$ cat src/rtl/score_display.sv
// Four-digit multiplexed score display: double-dabble binary-to-BCD converter feeding a scanned 7-segment driver.
// Optional build macro SCORE_DISPLAY_LZB_EN blanks leading zeros (digit 0 always shown).
module score_display #(
  parameter int REFRESH_DIV = 100000,
  parameter int BLINK_DIV   = 250
) (
  input  logic       clk,
  input  logic       clr_n,
  input  logic [9:0] current_score,
  input  logic [9:0] highest_score,
  input  logic       game_state,
  output logic [6:0] seg,
  output logic [3:0] an,
  output logic       dp,
  output logic       busy,
  output logic [1:0] state_dbg
);

  localparam logic [1:0] S_IDLE  = 2'd0;
  localparam logic [1:0] S_SHIFT = 2'd1;
  localparam logic [1:0] S_DONE  = 2'd2;

  localparam int RW = $clog2(REFRESH_DIV);
  localparam int BW = $clog2(BLINK_DIV + 1);

  logic [1:0]    rst_sync;
  logic          rst_n;
  logic [9:0]    sel_q;
  logic          gs_q;
  logic [1:0]    state;
  logic [3:0]    iter;
  logic [25:0]   shreg;
  logic [9:0]    val_q;
  logic [9:0]    last_q;
  logic [15:0]   digit_q;
  logic [RW-1:0] ref_cnt;
  logic [1:0]    digit_idx;
  logic [BW-1:0] blink_cnt;
  logic          blink_on;
  logic          wrap;
  logic [3:0]    cur_digit;
  logic          digit_shown;
  logic          lit;

  // Assertion is immediate; release reaches the core only after two clean edges.
  always_ff @(posedge clk or negedge clr_n) begin
    if (!clr_n) rst_sync <= 2'b00;
    else        rst_sync <= {rst_sync[0], 1'b1};
  end
  assign rst_n = rst_sync[1];

  function automatic logic [25:0] dd_step(input logic [25:0] r);
    logic [25:0] a;
    a = r;
    for (int i = 0; i < 4; i++) begin
      if (a[10+4*i +: 4] >= 4'd5) a[10+4*i +: 4] = a[10+4*i +: 4] + 4'd3;
    end
    return {a[24:0], 1'b0};
  endfunction

  function automatic logic [6:0] seg_decode(input logic [3:0] d);
    logic [6:0] s;
    case (d)
      4'd0:    s = 7'b1000000;
      4'd1:    s = 7'b1111001;
      4'd2:    s = 7'b0100100;
      4'd3:    s = 7'b0110000;
      4'd4:    s = 7'b0011001;
      4'd5:    s = 7'b0010010;
      4'd6:    s = 7'b0000010;
      4'd7:    s = 7'b1111000;
      4'd8:    s = 7'b0000000;
      4'd9:    s = 7'b0010000;
      default: s = 7'b1111111;
    endcase
    return s;
  endfunction

  // Converter: the input is latched on entry to SHIFT, so digit_q only ever sees whole results.
  always_ff @(posedge clk or negedge rst_n) begin
    if (!rst_n) begin
      sel_q   <= '0;
      gs_q    <= 1'b0;
      state   <= S_IDLE;
      iter    <= '0;
      shreg   <= '0;
      val_q   <= '0;
      last_q  <= '0;
      digit_q <= '0;
    end else begin
      sel_q <= game_state ? current_score : highest_score;
      gs_q  <= game_state;
      case (state)
        S_IDLE: begin
          if (sel_q != last_q) begin
            state <= S_SHIFT;
            shreg <= {16'd0, sel_q};
            val_q <= sel_q;
            iter  <= '0;
          end
        end
        S_SHIFT: begin
          shreg <= dd_step(shreg);
          iter  <= iter + 4'd1;
          if (iter == 4'd9) state <= S_DONE;
        end
        S_DONE: begin
          digit_q <= shreg[25:10];
          last_q  <= val_q;
          state   <= S_IDLE;
        end
        default: state <= S_IDLE;
      endcase
    end
  end

  assign busy      = (state != S_IDLE);
  assign state_dbg = state;

  assign wrap = (ref_cnt == RW'(REFRESH_DIV - 1));

  always_ff @(posedge clk or negedge rst_n) begin
    if (!rst_n) begin
      ref_cnt   <= '0;
      digit_idx <= '0;
      blink_cnt <= '0;
      blink_on  <= 1'b1;
    end else begin
      if (wrap) begin
        ref_cnt   <= '0;
        digit_idx <= digit_idx + 2'd1;
      end else begin
        ref_cnt <= ref_cnt + RW'(1);
      end
      // Blink only runs while the game is over; a running game pins the display on.
      if (gs_q) begin
        blink_cnt <= '0;
        blink_on  <= 1'b1;
      end else if (wrap) begin
        if (blink_cnt == BW'(BLINK_DIV - 1)) begin
          blink_cnt <= '0;
          blink_on  <= ~blink_on;
        end else begin
          blink_cnt <= blink_cnt + BW'(1);
        end
      end
    end
  end

  assign cur_digit = digit_q[{digit_idx, 2'b00} +: 4];

  always_comb begin
`ifdef SCORE_DISPLAY_LZB_EN
    case (digit_idx)
      2'd3:    digit_shown = (digit_q[15:12] != 4'd0);
      2'd2:    digit_shown = (digit_q[15:8] != 8'd0);
      2'd1:    digit_shown = (digit_q[15:4] != 12'd0);
      default: digit_shown = 1'b1;
    endcase
`else
    digit_shown = 1'b1;
`endif
  end

  assign lit = blink_on && digit_shown;
  assign an  = lit ? ~(4'b0001 << digit_idx) : 4'b1111;
  assign seg = lit ? seg_decode(cur_digit) : 7'b1111111;
  assign dp  = 1'b1;

endmodule

$ cat config.mk
export PLATFORM = sky130hd
export DESIGN_NAME = score_display
export DESIGN_NICKNAME = d
export VERILOG_FILES = /design/src/rtl/score_display.sv
export SDC_FILE = /design/constraint.sdc
export NUM_CORES = 1
export LEC_CHECK = 0
export CAP_MARGIN = 0
export CORE_MARGIN = 3
export CORE_UTILIZATION = 50
export CTS_BUF_LIST = sky130_fd_sc_hd__clkbuf_4
export DETAILED_ROUTE_END_ITERATION = 7
export GPL_ROUTABILITY_DRIVEN = 1
export PLACE_DENSITY = 0.75
export SLEW_MARGIN = 0
export SYNTH_ARGS = -nofsm -noshare
export SYNTH_HDL_FRONTEND = slang
export SYNTH_SLANG_ARGS = --single-unit
$ cat constraint.sdc
create_clock -name clk -period 4.8 [get_ports clk]
set_clock_uncertainty 0.15 [all_clocks]
set_input_delay 0.96 -clock clk [delete_from_list [all_inputs] [get_ports clk]]
set_output_delay 0.96 -clock clk [all_outputs]
set_load 0.02 [all_outputs]
## After elaboration in Yosys (flattened, before gate mapping)

Memory sizes are Yosys's and may differ from the RTL's.
Index checks and enable logic that the tools add are counted.

| cells by class | value |
|---|---|
| add/subtract/negate cells | 8 |
| $lt $le $gt $ge | 4 |
| equal/unequal tests | 8 |
| shift operators | 2 |
| muxes and demuxes | 21 |
| bitwise logic cells | 2 |
| reductions and logical operators | 9 |

Operators by type and width:

| kind | number |
|---|---|
| 26-bit one-hot mux with 2 select lines | 1 |
| 26-bit 2-to-1 mux | 1 |
| 8-bit 2-to-1 mux | 3 |
| 4-bit 2-to-1 mux | 5 |
| 17-bit by 1-bit adder with 17-bit output, second input constant | 1 |
| 17-bit equality test, second input constant | 1 |
| 17-bit 2-to-1 mux | 1 |
| 4-bit by 3-bit >= comparator with 1-bit output, second input constant | 4 |
| 16-bit by 5-bit indexed part select with 4-bit output | 1 |
| 4-bit by 2-bit adder with 4-bit output, second input constant | 3 |
| 10-bit 2-to-1 mux | 1 |
| 10-bit inequality test | 1 |
| 8-bit by 1-bit adder with 8-bit output, second input constant | 1 |
| 8-bit equality test, second input constant | 1 |
| 4-bit one-hot mux with 2 select lines | 1 |
| 2-bit AND reduction | 4 |
| 2-bit nonzero test | 4 |
| 7-bit 2-to-1 mux | 1 |
| 4-bit by 1-bit adder with 4-bit output, second input constant | 1 |
| 4-bit equality test, second input constant | 1 |
| 2-bit 2-to-1 mux | 2 |
| 2-bit inequality test, second input constant | 2 |
| 4-bit NOT | 1 |
| 2-bit one-hot mux with 2 select lines | 1 |
| 9 further kinds | 11 |

| word-level totals | value |
|---|---|
| bits in registers | 109 |
| memory bits (read-only) | 112 |
| input bits | 23 |
| output and inout port bits | 15 |
| word-level logic and storage cells | 68 |
| memories | 1 |

Memory list:

| memory | words | bits a word | read ports | clocked after memory_dff | write ports | RTL line | text |
|---|---|---|---|---|---|---|---|
| (name not given) | 16 | 7 | 1 | 0 | 0 | 63 | `case (d)` |

## Longest topological paths before layout

Gate-level depths: netlist (run 1).

| logic depth | value |
|---|---|
| depth after elaboration | 4 |
| depth in mapped cells | 8 |
| gate-level depth less buffers | 7 |

## Worst setup path after synthesis (run 1)

OpenSTA, ideal clock, no wires.

| path | value |
|---|---|
| path type | register to output |
| from | reg digit_idx[0] |
| to | out seg[3] |
| arrival | 1.988 ns |
| required time | 3.690 ns |
| path slack | 1.702 ns |
| cell stages (with the launch flop) | 7 |
| buffers on the path | 0 |
| cell sequence | dfrtp_1 > mux4_2 > inv_1 > ha_1 > inv_1 > mux2i_1 > o21ai_0 |

| between the ends | value |
|---|---|
| longest elaborated chain between the ends | 3 |

Ends and longest elaborated chain:

| what | RTL line | text |
|---|---|---|
| start: declaration | 37 | `logic [1:0] digit_idx;` |
| start signal: assignment | 131 | `digit_idx <= digit_idx + 2'd1;` |
| 16-bit by 5-bit indexed part select with 4-bit output | 150 | `assign cur_digit = digit_q[{digit_idx, 2'b00} +: 4];` |
| memory read 16 x 7 bit | -- |  |
| 7-bit 2-to-1 mux | 167 | `assign seg = lit ? seg_decode(cur_digit) : 7'b1111111;` |
| end: declaration | 12 | `output logic [6:0] seg,` |

Every way passes these cells.

## Final worst setup path (run 1)

Ends and elaborated chain as after synthesis.

==> impl_metrics.yaml, run 1 <==
outcome:
  status: "completed"
synthesis:
  ys_types: 55
  syn_area_per_cell_um2: 11.51
  synth_ff_type: "dfrtp_1"
  synthSimpleGateAreaFrac: 0.1225
  synth_top_family_by_area: "multiplexers"
  ys_seq_area_frac: 0.5109
  synth_compound_area_frac: 0.09792
  synth-xor-area-share: 0.05575
  ys_ff_latch: 109
  syn_inst: 464
  synthAdderAreaFrac: 0.05153
  synth_warnings: 0
  syn_area_um2: 5341
  synth_edf_count: 0
  async_reset_ff_frac: 1.000
  synthMuxAreaShare: 0.1256
worst_hold_path:
  hp-start: "rst_sync[0]"
  holdPathEnd: "rst_sync[1]"
  worstHoldPathCells: 0
  min_path_type: "reg -> reg"
detailed_routing:
  remaining_drc_errors: 0
  drt_iter0_drc: 214
  vias: 3578
  wl_um: 10090
  drt-vias-per-instance: 5.591
  detail_route.first_pass.iterations: 4
  wl_per_cell_um: 15.76
  ant_nets: 0
power_and_ir_drop:
  combPwrFrac: 0.392
  fin_total_pwr_uw: 2967
  power.density_nw_per_um2: 502.0
  swShare: 0.3595
  power_leakage_uw: 0.002553
  pwr-share-seq: 0.472
  ir_worst_vdd_mv: 0.3380
  p_int_uw: 1901
  clkPwrFrac: 0.136
  power_switching_uw: 1067
placed_design:
  gp_congestion: 0.8513
  dp_hpwl_um: 7054
  io_buffers: 36
floorplanning:
  ios: 38
  design.die.area_um2: 11960
  core-area_um2: 10370
  rows: 37
  initial_core_util: 0.5151
  die_w_um: 109.4
  chipHeight_um: 109.4
grt:
  grt_overflow_total: 0
  grt_pass1_vias: 3639
  antenna_found_initial: 0
  grt_pass1_wl_um: 17230
  grt_max_degree: 62
  track_usage: 0.1824
clock_network:
  cts_tree: "yes"
  clock_path_buffers: 2
  cts.repair.resized: 0
  cts_root_buf: "clkbuf_4"
  path_clk_slew_ps: 150
  numCtsBuffers: 9
  clkLatencyLatePin_ps: 460
  cts_hold_buf: 0
  clock-sinks: 109
  cts_setup_buffers: 0
  cts-htree-levels: 3
final_layout:
  final_common_cell: "dfrtp_1"
  layout_common_cells: "dfrtp_1, mux2_2, nand2_1"
  area_delta_synth_final_pct: 10.66
  nets: 544
  n_antenna_cell: 0
  drive_above_1_share: 0.1647
timing:
  rsz0062_at_grt: "false"
  report.final.slew_viol_count: 0
  min_period_ps: 3966
  tns_ps: 0
  worst_pin_slew_ps: 905.4
  fmax_mhz: 252.1
  slew_headroom: 0.3964
  final-hold-violation-count: 0
  min_period_over_period: 0.8263
  setup_violations: 0
worst_setup_path:
  r2r-end: "digit_q[4]"
  crit_fanout: 6
  reg2reg_depth: 4
  critPathKind: "reg -> out"
  reg2reg_setup_slack_ps: 2100
  timing.rr.start: "state_dbg[1]"
  end_kind: "primary output"
  worst_setup_path_start_kind: "flip-flop"
  required_ps: 3690
  critPathArrivalTime_ps: 2860
run:
  drv_cap: 0
cell families after synthesis:
family	Yosys count
XOR/XNOR	34
buffers and inverters	38
multiplexers	57
other	1
AO/OA/AOI/OAI	77
adder cells (fa/ha/maj)	22
flip-flops	109
AND/OR/NAND/NOR	126
worst max path at each step:
stage,start,endpoint,cells after the start
2_1_floorplan,rst_sync[1],blink_cnt[0],0
6_report,digit_idx[0],seg[3],7
4_1_cts,digit_idx[0],seg[3],7
3_3_place_gp,digit_idx[0],seg[3],7
3_5_place_dp,digit_idx[0],seg[3],7
5_1_grt,digit_idx[0],seg[3],7
routing by layer:
metal	GRT usage	vias up	part of all wire
met5	0	-	0
met2	0.3060	60	0.49
li1	-	1716	-
met4	0.03651	0	0.0062
met1	0.2391	1794	0.47
met3	0.04991	8	0.037
cell usage after synthesis, types with 4 or more instances:
library cell | instances | share of area
nor3b_1 | 4 | 0.0056
a21oi_1 | 11 | 0.010
mux2_2 | 46 | 0.097
nor3_1 | 7 | 0.0066
nor2_1 | 21 | 0.015
o221a_2 | 8 | 0.017
xnor2_1 | 27 | 0.044
and3_1 | 7 | 0.0082
nand2b_1 | 5 | 0.0059
a22o_1 | 4 | 0.0066
buf_2 | 5 | 0.0047
nand4_1 | 5 | 0.0059
clkbuf_1 | 6 | 0.0042
buf_4 | 4 | 0.0056
mux2i_1 | 7 | 0.013
ha_1 | 22 | 0.052
xor2_1 | 7 | 0.011
nand2_1 | 40 | 0.028
nand3_1 | 9 | 0.0084
o22ai_1 | 5 | 0.0059
or3_1 | 10 | 0.012
o21ai_0 | 29 | 0.027
a31oi_1 | 5 | 0.0059
dfrtp_1 | 108 | 0.51
inv_1 | 20 | 0.014
layout make-up:
class | count | area [um2]
Clock buffer | 11 | 82.58
Clock inverter | 5 | 27.53
Fill cell | 899 | 4459
Inverter | 21 | 78.83
Multi-Input combinational cell | 318 | 2429
Sequential cell | 109 | 2733
Tap cell | 136 | 170.2
Timing Repair Buffer | 40 | 390.4
state kept, by name, indices dropped and copies added (netlist names):
name,cells
val_q,10
sel_q,10
rst_sync,2
digit_idx,2
last_q,10
shreg,26
digit_q,16
ref_cnt,17
gs_q,1
state_dbg,2
iter,4
blink_on,1
blink_cnt,8
through the flow:
| stage | instances | hold WS [ps] | util | setup slack, ps | cell area (um2) |
|---|---|---|---|---|---|
| after floorplan | 465 | 181.2 | - | 1390 | 5345 |
| after global placement | 624 | 185.9 | 0.5594 | 1343 | 5801 |
| after detailed placement | 624 | 190.5 | 0.5594 | 1324 | 5801 |
| after CTS | 640 | 227.1 | 0.5700 | 789.8 | 5911 |
| after global routing | 640 | 250.0 | 0.5700 | 618.9 | 5911 |
| final | 640 | 216.6 | 0.5700 | 833.9 | 5911 |
power groups by stage:
stage / combinational, uW / clock, uW / sequential (uW)
6_report: 1160 / 403 / 1400
5_1_grt: 1300 / 447 / 1440
4_1_cts: 1170 / 413 / 1400
3_5_place_dp: 1170 / 0 / 1420
3_3_place_gp: 1120 / 0 / 1400
2_1_floorplan: 889 / 0 / 1350
worst max-delay path, stage by stage (launching register included):
cell,delay [ps]
dfrtp_1,530
mux4_2,610
inv_1,140
ha_1,250
inv_1,60
mux2i_1,50
o21ai_0,140
clkdlybuf4s50_1,630
No activity file was read; power rests on OpenSTA's default activity.
==> run 2, diff against run 1 <==
==> constraint.sdc (replaced) <==
create_clock -name clk -period 3.95 [get_ports clk]
set_clock_uncertainty 0.15 [all_clocks]
set_input_delay 0.79 -clock clk [delete_from_list [all_inputs] [get_ports clk]]
set_output_delay 0.79 -clock clk [all_outputs]
set_load 0.02 [all_outputs]
==> run 2 against run 1 <==
Net effect: sequential power rose by 21%; highest routed layer unchanged; critical endpoint unchanged; combinational power increased by 22%; via count rose by 1.5%; critical path type unchanged.
==> impl_metrics.yaml, run 2 (synthesis results as in run 1) <==
floorplanning:
  core-area_um2: 10370
  ios: 38
  die_w_um: 109.4
  chipHeight_um: 109.4
  design.die.area_um2: 11960
  initial_core_util: 0.5151
  rows: 37
power_and_ir_drop:
  power_leakage_uw: 0.002566
  ir_worst_vdd_mv: 0.3432
  power.density_nw_per_um2: 608.5
grt:
  grt_overflow_total: 0
  antenna_found_initial: 0
  track_usage: 0.1734
  grt_pass1_wl_um: 16540
  grt_pass1_vias: 3503
  grt_max_degree: 46
timing:
  tns_ps: 0
  min_period_ps: 3742
  fmax_mhz: 267.2
  worst_pin_slew_ps: 851.0
  rsz0062_at_grt: "false"
  min_period_over_period: 0.9473
  report.final.slew_viol_count: 0
  finalWorstSetupSlack_ps: 208.0
  slew_headroom: 0.4326
  final-hold-violation-count: 0
  whs_ps: 190.2
  setup_violations: 0
clock_network:
  numCtsBuffers: 9
  clock_path_buffers: 2
  cts_hold_buf: 0
  clock-sinks: 109
  cts_tree: "yes"
  clkLatencyLatePin_ps: 460
  cts-htree-levels: 3
  cts_root_buf: "clkbuf_4"
  cts_setup_buffers: 0
  cts.repair.resized: 0
  path_clk_slew_ps: 180
worst_setup_path:
  required_ps: 3010
  r2r-end: "val_q[3]"
  crit_fanout: 6
  reg2reg_setup_slack_ps: 1400
  worst_setup_path_start_kind: "flip-flop"
  critPathKind: "reg -> out"
  end_kind: "primary output"
  critPathArrivalTime_ps: 2800
  reg2reg_depth: 5
  timing.rr.start: "sel_q[6]"
final_layout:
  multi_input_area_um2: 2429
  n_antenna_cell: 0
  layout_common_cells: "dfrtp_1, mux2_2, nand2_1"
  area_delta_synth_final_pct: 11.36
  fillCellCount: 892
  largest-register: "shreg"
  fin_util: 0.5736
  reg_top3: "shreg (26), ref_cnt (17), digit_q (16)"
  regArea_um2: 2734
  drive_above_1_share: 0.1775
  final_common_cell: "dfrtp_1"
  largest_reg_flops: 26
  nets: 547
detailed_routing:
  wl_per_cell_um: 15.40
  remaining_drc_errors: 0
  detail_route.first_pass.iterations: 4
  vias: 3633
  drt_iter0_drc: 121
  wl_um: 9904
  ant_nets: 0
  drt-vias-per-instance: 5.650
run:
  drv_cap: 0
placed_design:
  place_ws_ps: 623.1
  gp_congestion: 0.8879
  dp_hpwl_um: 6849
  io_buffers: 36
worst_hold_path:
  min_path_type: "reg -> async"
outcome:
  status: "completed"
==> run 2: changes by cell type in the layout (fill, tap and decap cells not counted) <==
| cell | before | now |
|---|---|---|
| buf_4 | 4 | 7 |
| clkinv_1 | 4 | 1 |
| clkinvlp_4 | 1 | 3 |
| clkbuf_4 | 11 | 10 |
| clkinv_4 | 1 | 2 |
| dfrtp_1 | 107 | 106 |
| dfrtp_2 | 0 | 1 |
| inv_6 | 0 | 1 |
==> run 2: layout make-up <==
cell class	count	area share
Sequential cell	109	0.4596
Clock inverter	6	0.008204
Timing Repair Buffer	43	0.06942
Tap cell	136	0.02861
Clock buffer	10	0.01262
Multi-Input combinational cell	318	0.4083
Inverter	21	0.01325
==> run 2: worst max path at each step <==
stage	startpoint	end	slack (ps)	depth (start not counted)
floorplan	rst_sync[1]	blink_cnt[0]	540	0
global placement	digit_idx[0]	seg[3]	660	7
detailed placement	digit_idx[0]	seg[3]	620	7
CTS	digit_idx[0]	seg[3]	80	7
global route	digit_idx[0]	seg[3]	10	7
finish	digit_idx[0]	seg[3]	210	7
==> run 2: routing by layer <==
layer | part of all wire | vias up | track usage
met5 | 0 | - | 0
met3 | 0.035 | 14 | 0.03699
met4 | 0.012 | 0 | 0.05076
met1 | 0.47 | 1818 | 0.2416
li1 | - | 1725 | -
met2 | 0.48 | 76 | 0.2751
==> run 2: report_power, final <==
part | internal [uW] | switching [uW]
combinational | 738 | 679
clock | 141 | 373
sequential | 1430 | 255
total | 2310 | 1310
==> run 2: stage by stage <==
stage	cells	power (uW)	area, um2
final	643	3619	5948
after global placement	627	3071	5823
after detailed placement	627	3140	5823
after global routing	643	3879	5948
after CTS	643	3647	5947
after floorplan	465	2721	5345
==> run 2: worst max-delay path: stages, from the launching register on <==
cell	delay, ps
dfrtp_2	480
mux4_2	590
inv_1	140
ha_1	250
inv_1	60
mux2i_1	50
o21ai_0	160
clkdlybuf4s50_1	630
